`src/rtl/uart_loopback_tester.sv`:
```
`default_nettype none
// ============================================================================
// Module   : uart_loopback_tester
// Purpose  : Stop-and-wait UART loopback checker. Sends an LFSR byte pattern
//            through an external UART core and compares each echoed byte.
//            Mismatches, framing errors and timeouts are counted.
// Revision : 1.0 - initial release
// ============================================================================
module uart_loopback_tester #(
    parameter int         NUM_BYTES      = 16,
    parameter logic [7:0] SEED           = 8'h01,
    parameter int         TIMEOUT_CYCLES = 50000
) (
    input  logic       clk,
    input  logic       rst,
    input  logic       start,
    output logic       transmit,
    output logic [7:0] tx_byte,
    input  logic       is_transmitting,
    input  logic       received,
    input  logic [7:0] rx_byte,
    input  logic       recv_error,
    output logic       busy,
    output logic       done,
    output logic       pass,
    output logic [7:0] err_count,
    output logic [7:0] byte_index
);

    // An all-zero seed would lock the LFSR, so it is replaced by 8'h01.
    localparam int               TCW      = $clog2(TIMEOUT_CYCLES + 1);
    localparam logic [7:0]       SEED_EFF = (SEED == 8'h00) ? 8'h01 : SEED;
    localparam logic [TCW-1:0]   TC_LAST  = TCW'(TIMEOUT_CYCLES - 1);
    localparam logic [7:0]       LAST_IDX = 8'(NUM_BYTES - 1);

    typedef enum logic [1:0] {
        IDLE    = 2'd0,
        SEND    = 2'd1,
        WAIT_RX = 2'd2
    } state_t;

    state_t         state;
    state_t         state_next;
    logic [7:0]     lfsr;
    logic [7:0]     lfsr_next;
    logic [TCW-1:0] tcnt;
    logic           start_ok;
    logic           send_now;
    logic           resolve;
    logic           byte_bad;
    logic           last_byte;

    // Next-state logic and the per-cycle decision strobes.
    always_comb begin
        state_next = state;
        lfsr_next  = {lfsr[6:0], lfsr[7] ^ lfsr[5] ^ lfsr[4] ^ lfsr[3]};
        start_ok   = (state == IDLE) && start;
        send_now   = (state == SEND) && !is_transmitting;
        // A received pulse wins over a coincident timeout.
        resolve    = (state == WAIT_RX) && (received || (tcnt == TC_LAST));
        byte_bad   = received ? ((rx_byte != tx_byte) || recv_error) : 1'b1;
        last_byte  = (byte_index == LAST_IDX);
        case (state)
            IDLE:    if (start_ok) state_next = SEND;
            SEND:    if (send_now) state_next = WAIT_RX;
            WAIT_RX: if (resolve)  state_next = last_byte ? IDLE : SEND;
            default: state_next = IDLE;
        endcase
    end

    // State register.
    always_ff @(posedge clk or posedge rst) begin
        if (rst) begin
            state <= IDLE;
        end else begin
            state <= state_next;
        end
    end

    // Datapath: pattern, strobe, timeout counter, result bookkeeping.
    always_ff @(posedge clk or posedge rst) begin
        if (rst) begin
            lfsr       <= SEED_EFF;
            transmit   <= 1'b0;
            tx_byte    <= 8'h00;
            busy       <= 1'b0;
            done       <= 1'b0;
            pass       <= 1'b0;
            err_count  <= 8'h00;
            byte_index <= 8'h00;
            tcnt       <= '0;
        end else begin
            transmit <= 1'b0;
            if (start_ok) begin
                lfsr       <= SEED_EFF;
                byte_index <= 8'h00;
                err_count  <= 8'h00;
                done       <= 1'b0;
                pass       <= 1'b0;
                busy       <= 1'b1;
            end
            if (send_now) begin
                transmit <= 1'b1;
                tx_byte  <= lfsr;
                tcnt     <= '0;
            end
            // Counter stops at the resolve point, so it can never wrap.
            if ((state == WAIT_RX) && !resolve) begin
                tcnt <= tcnt + 1'b1;
            end
            if (resolve) begin
                if (byte_bad && (err_count != 8'hFF)) begin
                    err_count <= err_count + 8'h01;
                end
                if (last_byte) begin
                    busy <= 1'b0;
                    done <= 1'b1;
                    pass <= (err_count == 8'h00) && !byte_bad;
                end else begin
                    lfsr       <= lfsr_next;
                    byte_index <= byte_index + 8'h01;
                end
            end
        end
    end

endmodule
`default_nettype wire

```
`config.mk`:
```
export PLATFORM = sky130hd
export DESIGN_NAME = uart_loopback_tester
export DESIGN_NICKNAME = d
export VERILOG_FILES = /design/src/rtl/uart_loopback_tester.sv
export SDC_FILE = /design/constraint.sdc
export NUM_CORES = 1
export LEC_CHECK = 0
export BUFFER_PORTS_ARGS = -buffer_cell sky130_fd_sc_hd__buf_2
export CAP_MARGIN = 20
export CORE_MARGIN = 2
export CORE_UTILIZATION = 50
export DETAILED_ROUTE_END_ITERATION = 8
export GPL_TIMING_DRIVEN = 0
export PLACE_DENSITY = 0.71
export SYNTH_ARGS = -nofsm -noshare
export SYNTH_HDL_FRONTEND = slang
export SYNTH_SLANG_ARGS = --single-unit
```
`constraint.sdc`:
```
create_clock -name clk -period 2.35 [get_ports clk]
set_input_delay 0.1175 -clock clk [delete_from_list [all_inputs] [get_ports clk]]
set_output_delay 0.1175 -clock clk [all_outputs]
set_load 0.01 [all_outputs]
```
==> impl_results.md, run 1 <==
- Total GRT Usage: 0.215
- Crit start category: flip-flop
- FILL cells: about 500
- Gpl congestion: 0.836
- Final setup TNS: 0 ns
- Final WS setup: ~0.38 ns
- Critical Path, Cell by Cell: ha_1 -> and3_1 -> buf_2 -> a41oi_4 -> nand2_1 -> or3_1 -> o21ai_0
- Largest net degree at the start of global routing: 32
- HP Start: is_transmitting
- Vert. Die Dim: around 79 um
- Vias in the first global route: 2191
- Post-Syn Area: 2830 um2
- Number of synthesized flops with an enable pin: 0
- R2R Path Start: tcnt[0]
- Synth top area share: 0.468
- CTS tree: yes
- Starting Density: 0.517
- Number of port buffers: 41
- Critical path required time: about 2.6 ns
- Final max-slew violation count: 0
- # H-tree levels: 2
- Top-count cell post-synth: nand2_1
- I/O pin cnt: 42
- Area grow syn2layout: 14.7%
- Clk Latency, worst-skew pair: 0.32 ns
- Die area: 6280 um2
- Crit-path max cell delay: 0.42 ns
- Clock-pin transition on the worst setup and hold timing paths: 0.09 ns
- DRT iter0 DRCs: approximately 150
- Top FF cell, synth: dfrtp_1
- Fraction of the yosys area taken by sequential cells: 0.478
- DRC viols: 0
- # setup viols final: 0
- Antenna-violating nets left: 0
- Layout Nets: 361
- Met3 routed WL: 236 um
- Met1 WL: approximately 3000 um
- CP arrival: 2.20 ns
- Cells after synthesis: ~290
- Final Power: approximately 0.0024 W
- CTS root buffer: clkbuf_8
- DP Worst Slack: 0.418 ns
- DR vias/cell: 5.46
- Final Skew: roughly 0.016 ns
- Netlist cell types: 46
- Clk sinks: 54
- CTS Buf Count: 5
- Hold endpoint: state[0]
- Crit-path max FO: 6
- First-pass GRT wire length: 10500 um
- Synth top area cells: dfrtp_1, nand2_1, mux2i_1, o21ai_0, and3_1
- Max Clock Freq: 508 MHz
- Crit end category: flip-flop
- Largest area contributor in the netlist: dfrtp_1
- Synthesis-stage register bit count: 54
- Share of layout cells above drive strength 1: 0.212
- Pwr dens: approximately 740 nW/um2
- Die width: 79.3 um
- Total routed wirelength: 6110 um
- Core footprint: roughly 5500 um2
- N_diodes: 0
- RR Endpoint: tcnt[5]
- Hold Path Depth: 3
- Flop-to-flop setup slack: 0.38 ns
- Async set-or-reset flop fraction in the synthesized netlist: 1.00
- MaxCap Viol Count: 0
- Highest metal used: met4
- TritonRoute pass-1 iters: 4
- Final period util: 0.838
- Max rail drop VDD: 0.473 mV
- Status: finished, final reports clean
- Syn nets: 311
- Grt total ovfl: 0
- Yosys warns: 0
- Number of cells on the worst reg-to-reg path: 7
- Met2 WL: about 2800 um
- Worst hold path type: in -> reg
- Lkg Pwr: 1.68 nW
- Post-CTS Resized: 0
- Minimum clock period: 1.97 ns
- Commonest cells post-synth: nand2_1, dfrtp_1, mux2i_1, o21ai_0, and3_1
- Syn Area/Cell: approximately 9.7 um2
- Vias: 2270
- Slew HR: 0.435
- Clock tree buffer depth: 2
- DP HPWL: ~4400 um
- RSZ-0062 raised after global routing: false
- WS Path Type: reg -> reg
- Worst-Margin Slew: between 0.8 and 0.9 ns
- Final hold vios: 0
- Average wire per standard cell: 14.7 um
- Crit-path slowest cell: dfrtp_1
- Initial antenna violation count: 0
- Post-CTS Setup Bufs: 0
- Core Rows: 27
[timing repair]
item / in CTS / in global routing
endpoints found under the hold margin: 23 / 0
endpoints found under the setup margin: 0 / 0
hold buffers: 1 / 0
[cells in the final DEF, fill, tap and decap left out, types with 2 or more instances in the layout]
cell type | Yosys | routed
ha_1 | 4 | 4
xnor2_1 | 3 | 3
or3b_2 | 2 | 2
o31ai_1 | 2 | 2
a21oi_2 | 2 | 2
xor2_1 | 8 | 8
inv_1 | 8 | 7
clkbuf_8 | 0 | 6
and3_1 | 14 | 14
nand3_1 | 13 | 13
and4_1 | 3 | 3
nor3b_1 | 3 | 3
buf_2 | 2 | 43
or3_1 | 2 | 2
buf_6 | 4 | 4
nor2b_1 | 3 | 3
o21ai_0 | 18 | 18
nor2_4 | 2 | 2
a21oi_1 | 7 | 7
dfrtp_1 | 53 | 53
nor2_1 | 2 | 2
inv_2 | 1 | 2
nor3_4 | 2 | 2
nand2_1 | 76 | 76
nor3_1 | 6 | 6
nand4_1 | 9 | 9
mux2i_1 | 19 | 19
nand2b_1 | 2 | 2
clkbuf_1 | 5 | 6
[worst max-delay path, delay by kind of cell (launching register included)]
family,cells,cell delay (ns)
simple gates,3,0.74
flops,1,0.42
compound gates,2,0.34
fa+ha+maj,1,0.23
buf+inv,1,0.15
[flip-flops by register name, summed over array words and instances, names as in the netlist]
| register | flops |
|---|---|
| tx_byte | 8 |
| state | 2 |
| tcnt | 16 |
| pass | 1 |
| lfsr | 8 |
| err_count | 8 |
| done | 1 |
| byte_index | 8 |
| transmit | 1 |
| busy | 1 |
[cells by family (layout without fill, tap and decap cells)]
kind of cell,after synthesis,in the layout,synth area share
compound gates,40,40,0.0937
xor+xnor,11,11,0.0340
fa+ha+maj,4,4,0.0177
buf+inv,20,71,0.0380
flops,54,54,0.478
mux,19,19,0.0672
simple gates,145,145,0.272
[area by class of cell]
type	instances	area [um2]	share of cell area
inverter	9	33.8	0.0104
multi-input combinational	219	1370	0.422
buffer	11	73.8	0.0227
clock inverter	1	5.00	0.00154
tap	72	90.1	0.0277
timing repair buffer	43	235	0.0724
sequential	54	1350	0.416
clock buffer	7	86.3	0.0266
[stage by stage]
stage               hold WS [ns]  cells   util  cell area (um2)
global route               0.130    416  0.594             3250
finish                     0.127    416  0.594             3250
global placement           0.438    406  0.571             3130
detailed placement         0.192    407  0.575             3150
CTS                        0.122    416  0.594             3250
floorplan                  0.300    293      -             2830
[report_power, final]
part / internal, W / switching (W) / total [W]
clock: 0.000239 / 0.000305 / 0.000543
sequential: 0.00105 / 0.000127 / 0.00118
combinational: 0.000256 / 0.000422 / 0.000677
total: 0.00155 / 0.000854 / 0.00240
[routing by layer]
metal,up-vias,global-route usage
met4,0,0.0707
met1,1082,0.307
met5,-,0
met2,51,0.326
li1,1127,-
met3,10,0.0489
[how the worst max path moves through the flow]
stage	start	to	slack [ns]	cells past startpoint
after floorplan	tcnt[0]	tcnt[5]	0.59	7
after global placement	rst	byte_index[5]	0.16	2
after detailed placement	tcnt[0]	tcnt[5]	0.42	7
after CTS	tcnt[0]	tcnt[5]	0.38	7
after global routing	tcnt[0]	tcnt[5]	0.24	7
final	tcnt[0]	tcnt[5]	0.38	7
Note: power is estimated with default switching activity, not from simulation.
==> run 2, diff against run 1 <==
--- a/config.mk
+++ b/config.mk
@@ -5,6 +5,7 @@
 export SDC_FILE = /design/constraint.sdc
 export NUM_CORES = 1
 export LEC_CHECK = 0
+export ABC_AREA = 1
 export BUFFER_PORTS_ARGS = -buffer_cell sky130_fd_sc_hd__buf_2
 export CAP_MARGIN = 20
 export CORE_MARGIN = 2
==> constraint.sdc (replaced) <==
create_clock -name clk -period 2.03 [get_ports clk]
set_input_delay 0.1015 -clock clk [delete_from_list [all_inputs] [get_ports clk]]
set_output_delay 0.1015 -clock clk [all_outputs]
set_load 0.01 [all_outputs]
==> impl_results.md, run 2 <==
- Status: finished, final reports clean
- Pwr dens: 766 nW/um2 (+3.7%)
- DP Worst Slack: 0.252 ns (-0.166 ns)
- Total routed wirelength: 6740 um (+10%)
- Commonest non-fill, non-tap cell in the layout: nand2_1
- Crit path top cell by count: nand2_1
- Cells after synthesis: 405 (+38%)
- MaxCap Viol Count: 0 (unchanged)
- Slew HR: 0.655 (+0.220)
- DRC viols: 0 (unchanged)
- DRT iter0 DRCs: 157 (+6.1%)
- Synth top area share: 0.437 (-0.0313)
- R2R Path Start: tcnt[0]
- CTS root buffer: clkbuf_8
- Fraction of the yosys area taken by sequential cells: 0.446 (-0.0319)
- Post-DP Area: 3350 um2 (+6.6%)
- Die area: 6710 um2 (+6.8%)
- Commonest cells post-synth: nand2_1, dfrtp_1, inv_1, nand3_1, nor2_1
- Post-Syn Area: 3030 um2 (+7.2%)
- Number of port buffers: 41 (unchanged)
- RR Endpoint: pass
- Starting Density: 0.516 (-0.00186)
- Syn Area/Cell: 7.49 um2 (-22%)
- Number of cells on the worst reg-to-reg path: 10 (+3)
- Clk Latency, worst-skew pair: 0.32 ns (about the same)
- Worst hold path type: in -> reg
- Final Skew: 0.0121 ns (-0.00371 ns)
- Number of synthesized flops with an enable pin: 0 (unchanged)
- Final WS setup: 0.226 ns (-0.154 ns)
- Largest net degree at the start of global routing: 43 (+34%)
- Vert. Die Dim: 81.9 um (+3.3%)
- Core Rows: 28 (+3.7%)
- Netlist cell types: 35 (-24%)
- CTS Buf Count: 5 (unchanged)
- Largest Register: tcnt
- Final max-slew violation count: 0 (unchanged)
- Critical path required time: 2.23 ns (-0.35 ns)
- Flop-to-flop setup slack: 0.23 ns (-0.15 ns)
- Final period util: 0.889 (+0.0506)
- Hold endpoint: state[0]
- Largest area contributor in the netlist: dfrtp_1
- Fin util: 0.588 (-0.00592)
- Crit start category: flip-flop
- Yosys warns: 0 (unchanged)
- First-pass GRT wire length: 11200 um (+6.6%)
- Crit-path max cell delay: 0.41 ns (about the same)
- Max rail drop VDD: 0.366 mV (-23%)
- Syn nets: 423 (+36%)
- Core footprint: 5890 um2 (+7.5%)
- Fin area: 3460 um2 (+6.5%)
- Synthesis-stage register bit count: 54 (unchanged)
- Worst-Margin Slew: 0.517 ns (-0.328 ns)
- Antenna-violating nets left: 0 (unchanged)
- Async set-or-reset flop fraction in the synthesized netlist: 1.00 (unchanged)
- Top-count cell post-synth: nand2_1
- DP HPWL: 4920 um (+12%)
- Initial antenna violation count: 0 (unchanged)
- Commonest non-fill, non-tap cells in the layout: nand2_1, dfrtp_1, buf_2
- Vias in the first global route: 2478 (+13%)
- Top FF cell, synth: dfrtp_1
- DR vias/cell: 5.05 (-7.5%)
- Clock-pin transition on the worst setup and hold timing paths: 0.11 ns (+0.02 ns)
- Synth top area cells: dfrtp_1, nand2_1, nand3_1, inv_1, nor2_1
- Vias: 2680 (+18%)
- Clk sinks: 54 (unchanged)
- Total GRT Usage: 0.216 (+0.000853)
- N_diodes: 0 (unchanged)
- Final Power: 0.00265 W (+10%)
- HP Start: is_transmitting
- WS Path Type: reg -> reg
- Post-Layout Cell Count: 531 (+28%)
- Die width: 81.9 um (+3.3%)
- Grt total ovfl: 0 (unchanged)
- Crit-path max FO: 9 (+3)
- TritonRoute pass-1 iters: 4 (unchanged)
- Layout Nets: 473 (+31%)
- Lkg Pwr: 1.79 nW (+6.6%)
- Share of layout cells above drive strength 1: 0.160 (-0.0521)
- Clock tree buffer depth: 2 (unchanged)
- Gpl congestion: 0.866 (+3.6%)
- Crit end category: flip-flop
- Final hold vios: 0 (unchanged)
- RSZ-0062 raised after global routing: false
- I/O pin cnt: 42 (unchanged)
- # setup viols final: 0 (unchanged)
- CP arrival: 2.00 ns (-0.20 ns)
- Average wire per standard cell: 12.7 um (-14%)
- Max reg flops: 16 (unchanged)
- # H-tree levels: 2 (unchanged)
- Max Clock Freq: 554 MHz (+9.2%)
- Area grow syn2layout: 14.0%
- Placed cell count: 522 (+28%)
- Crit-path slowest cell: dfrtp_1
- Minimum clock period: 1.80 ns (-0.166 ns)
- Post-CTS Setup Bufs: 0 (unchanged)
- Critical Path, Cell by Cell: ha_1 -> nand3_1 -> nor2_1 -> nand2_1 -> nand2_2 -> nand2_4 -> clkinv_2 -> nand2_1 -> nand2_1 -> o21ai_1
- CTS tree: yes
- Hold Path Depth: 3 (unchanged)
run 2: cell types whose count changed after synthesis, sizes merged, moves of 14 or more:
| cell | before | now |
|---|---|---|
| nand2 | 76 | 136 |
| inv | 9 | 45 |
| nor2 | 4 | 38 |
| nand3 | 13 | 43 |
| mux2i | 19 | 0 |
| and3 | 14 | 0 |
run 2: final cells by class:
class / instances / area [um2]
clock inverters: 3 / 26.3
inverters: 48 / 181
fillers: 560 / 2430
plain buffers: 9 / 56.3
clock buffers: 5 / 68.8
repair buffers: 43 / 235
well taps: 75 / 93.8
flip-flops and latches: 54 / 1350
multi-input cells: 294 / 1440
run 2: per-layer routing:
| layer | part of all wire | routed length (um) | GRT usage | up-vias |
|---|---|---|---|---|
| li1 | - | - | - | 1381 |
| met1 | 0.46 | 3120 | 0.287 | 1253 |
| met2 | 0.49 | 3310 | 0.360 | 42 |
| met3 | 0.036 | 240 | 0.0418 | 4 |
| met4 | 0.010 | 68 | 0.0600 | 0 |
| met5 | 0 | 0 | 0 | - |
run 2: worst max-delay path by stage:
| stage | start | end | slack (ns) | cells past startpoint |
|---|---|---|---|---|
| floorplan | byte_index[0] | lfsr[6] | 0.48 | 10 |
| finish | tcnt[0] | pass | 0.23 | 10 |
| global route | tx_byte[6] | err_count[1] | 0.02 | 8 |
| detailed placement | tcnt[0] | pass | 0.25 | 10 |
| CTS | tcnt[0] | pass | 0.23 | 10 |
| global placement | rst | tx_byte[3] | -0.13 | 2 |
run 2: kinds of logic (layout without fill, tap and decap cells):
kind of cell | after synthesis | in the layout | synth area share
flops | 54 | 54 | 0.446
compound gates | 39 | 39 | 0.0689
buf+inv | 57 | 108 | 0.0783
fa+ha+maj | 4 | 4 | 0.0165
xor+xnor | 21 | 21 | 0.0606
simple gates | 230 | 230 | 0.330
run 2: metrics by stage:
stage               TNS, ns  hold WS (ns)
finish                    0        0.0802
global route              0         0.105
CTS                       0        0.0769
detailed placement        0        0.0815
global placement      -6.60         0.395
floorplan                 0         0.266
run 2: timing repair:
item | 4_1_cts | 5_1_grt
hold endpoints to repair | 12 | 0
setup endpoints to repair | 0 | 0
hold buffers | 1 | 0
resized for setup | 0 | 0
run 2: where the power goes:
group | switching [W] | leakage (nW) | internal, W
registers | 0.000111 | 0.736 | 0.00121
clock network | 0.000392 | 0.0491 | 0.000255
logic | 0.000457 | 1.01 | 0.000231
total | 0.000959 | 1.79 | 0.00169
run 2: critical path, delay by kind of cell (launching register included):
family                     cells  cell delay (ns)
adders and majority gates      1             0.20
and+or+nand+nor                7             0.87
DFF                            1             0.41
buffers and inverters          1             0.15
AOI/OAI and AO/OA              1             0.06
==> run 3, diff against run 2 <==
--- a/config.mk
+++ b/config.mk
@@ -5,7 +5,6 @@
 export SDC_FILE = /design/constraint.sdc
 export NUM_CORES = 1
 export LEC_CHECK = 0
-export ABC_AREA = 1
 export BUFFER_PORTS_ARGS = -buffer_cell sky130_fd_sc_hd__buf_2
 export CAP_MARGIN = 20
 export CORE_MARGIN = 2
==> constraint.sdc (replaced) <==
create_clock -name clk -period 1.7 [get_ports clk]
set_input_delay 0.085 -clock clk [delete_from_list [all_inputs] [get_ports clk]]
set_output_delay 0.085 -clock clk [all_outputs]
set_load 0.01 [all_outputs]
==> impl_results.md, run 3 (same netlist as run 1, synthesis figures left out) <==
- CTS tree: yes
- Lkg Pwr: 1.86 nW (+3.5%)
- N_diodes: 0 (unchanged)
- Final WS setup: -0.0858 ns (-0.312 ns)
- Vias: 2380 (-11%)
- Part of the power in registers: 0.417 (-0.079)
- Crit-path slowest cell: dfrtp_1
- Layout Nets: 380 (-20%)
- CP bufs+invs: 1 (unchanged)
- DRC viols: 0 (unchanged)
- Crit start category: flip-flop
- Initial antenna violation count: 0 (unchanged)
- Max rail drop VDD: 0.927 mV (+150%)
- Area grow syn2layout: 27.6%
- Clock-pin transition on the worst setup and hold timing paths: 0.10 ns (about the same)
- Switching Fraction: 0.337 (-0.0247)
- Crit end category: flip-flop
- MaxCap Viol Count: 0 (unchanged)
- Pint: 0.00261 W (+54%)
- Minimum clock period: 1.79 ns (-0.0181 ns)
- Total routed wirelength: 6540 um (-3.0%)
- WS Path Type: reg -> reg
- NetSw: 0.00133 W (+38%)
- Final period util: 1.05 (+0.162)
- Number of port buffers: 41 (unchanged)
- Clk sinks: 54 (unchanged)
- Status: finished with violations
- Crit-path max cell delay: 0.42 ns (about the same)
- Gpl congestion: 0.857 (-1.1%)
- Final max-slew violation count: 0 (unchanged)
- Largest Register: tcnt
- Worst hold path type: in -> reg
- Final Power: 0.00393 W (+48%)
- # H-tree levels: 2 (unchanged)
- Max reg flops: 16 (unchanged)
- Largest net degree at the start of global routing: 40 (-7.0%)
- DRT iter0 DRCs: 144 (-8.3%)
- Die width: 79.3 um (-3.2%)
- Delay-heaviest family, CP: simple AND/OR/NAND/NOR gates
- Total GRT Usage: 0.225 (+0.00837)
- Clock tree buffer depth: 2 (unchanged)
- TritonRoute pass-1 iters: 4 (unchanged)
- Final Skew: 0.00951 ns (-0.00255 ns)
- Commonest non-fill, non-tap cell in the layout: nand2_1
- FILL cells: 468 (-16%)
- CTS root buffer: clkbuf_8
- Worst-Margin Slew: 0.948 ns (+0.431 ns)
- RSZ-0062 raised after global routing: true
- DP Worst Slack: -0.230 ns (-0.483 ns)
- CTS Buf Count: 5 (unchanged)
- Average wire per standard cell: 15.0 um (+18%)
- CP arrival: 1.99 ns (about the same)
- Clk Latency, worst-skew pair: 0.31 ns (about the same)
- Pwr dens: 1090 nW/um2 (+42%)
- Final hold vios: 0 (unchanged)
- Share of layout cells above drive strength 1: 0.344 (+0.184)
- Die area: 6280 um2 (-6.4%)
- DR vias/cell: 5.47 (+8.4%)
- Critical path required time: 1.90 ns (-0.33 ns)
- Core Rows: 27 (-3.6%)
- Slew HR: 0.367 (-0.288)
- Vert. Die Dim: 79.3 um (-3.2%)
- Vias in the first global route: 2339 (-5.6%)
- DP HPWL: 4280 um (-13%)
- Post-Layout Cell Count: 435 (-18%)
- Grt total ovfl: 0 (unchanged)
- Final setup TNS: -1.61 ns (-1.61 ns)
- Clock share of power: 0.270 (+0.026)
- Crit-path max FO: 6 (-3)
- Failing checks: negative setup slack
- Core footprint: 5470 um2 (-7.0%)
- Critical Path, Cell by Cell: nor4_4 -> a41oi_4 -> nor2_4 -> buf_4 -> nand4_1 -> mux2i_1
- I/O pin cnt: 42 (unchanged)
- Commonest non-fill, non-tap cells in the layout: nand2_1, dfrtp_1, buf_2
- Combinational power share: 0.314 (+0.055)
- Starting Density: 0.517 (+0.00186)
- Max Clock Freq: 560 MHz (+1.0%)
- First-pass GRT wire length: 11200 um (about the same)
- # setup viols final: 34 (+34)
- Antenna-violating nets left: 0 (unchanged)
- Placed cell count: 407 (-22%)
## run 3: cell count changes in the layout (fill, tap and decap cells not counted), moves of 12 or more
cell	delta
nand3_1	-33
nand2_1	-60
inv_1	-35
nor2_1	-33
mux2i_1	+19
buf_4	+16
and3_1	+12
## run 3: power groups by stage
stage	clock network [W]	logic (W)	registers, W
2_1_floorplan	0	0.000614	0.00166
3_3_place_gp	0	0.000924	0.00165
3_5_place_dp	0	0.000944	0.00166
4_1_cts	0.00107	0.00111	0.00162
5_1_grt	0.00111	0.00136	0.00167
6_report	0.00106	0.00123	0.00164
## run 3: cell type report
cell class              count  area (um2)  share of cell area
multi-input cells         220        1520               0.420
inverters                   9        38.8              0.0107
repair buffers             62         385               0.107
flip-flops and latches     54        1360               0.376
well taps                  72        90.1              0.0249
clock buffers               6        82.6              0.0229
clock inverters             2        60.1              0.0166
plain buffers              10        81.3              0.0225
## run 3: path summary, 6_finish.rpt
kind	slack, ns	to	startpoint	cells past startpoint
setup reg to reg	-0.09	err_count[5]	tcnt[13]	6
setup / recovery	-0.09	err_count[5]	tcnt[13]	6
hold / removal	0.10	state[0]	is_transmitting	3
max in group asynchronous	0.85	lfsr[0]	rst	4
min in group asynchronous	0.28	tcnt[7]	rst	3
hold reg to reg	0.49	tcnt[15]	tcnt[15]	1
## run 3: metrics by stage
step                 util  cell area (um2)  hold slack (ns)
finish              0.660             3610            0.101
global route        0.660             3610            0.111
CTS                 0.633             3460           0.0960
detailed placement  0.578             3160           0.0795
global placement    0.574             3140            0.381
floorplan               -             2850            0.267
## run 3: tightest hold or removal path: cells and delay by family
family	cells	cell delay [ns]
buffers and inverters	1	0.09
AO/OA/AOI/OAI	1	0.11
multiplexers	1	0.09
## run 3: repair_timing
action,4_1_cts,5_1_grt
pin swaps,19,5
hold buffers,1,0
hold endpoints to repair,15,0
gates resized for setup,29,26
endpoints found under the setup margin,41,48
buffers inserted,10,8
cloned,2,1
## run 3: per-layer routing
layer | up-vias | GRT usage | wire length [um]
met1 | 1158 | 0.313 | 2980
met2 | 44 | 0.370 | 3220
met3 | 12 | 0.0318 | 250
li1 | 1166 | - | -
met4 | 0 | 0.0569 | 85
met5 | - | 0 | 0
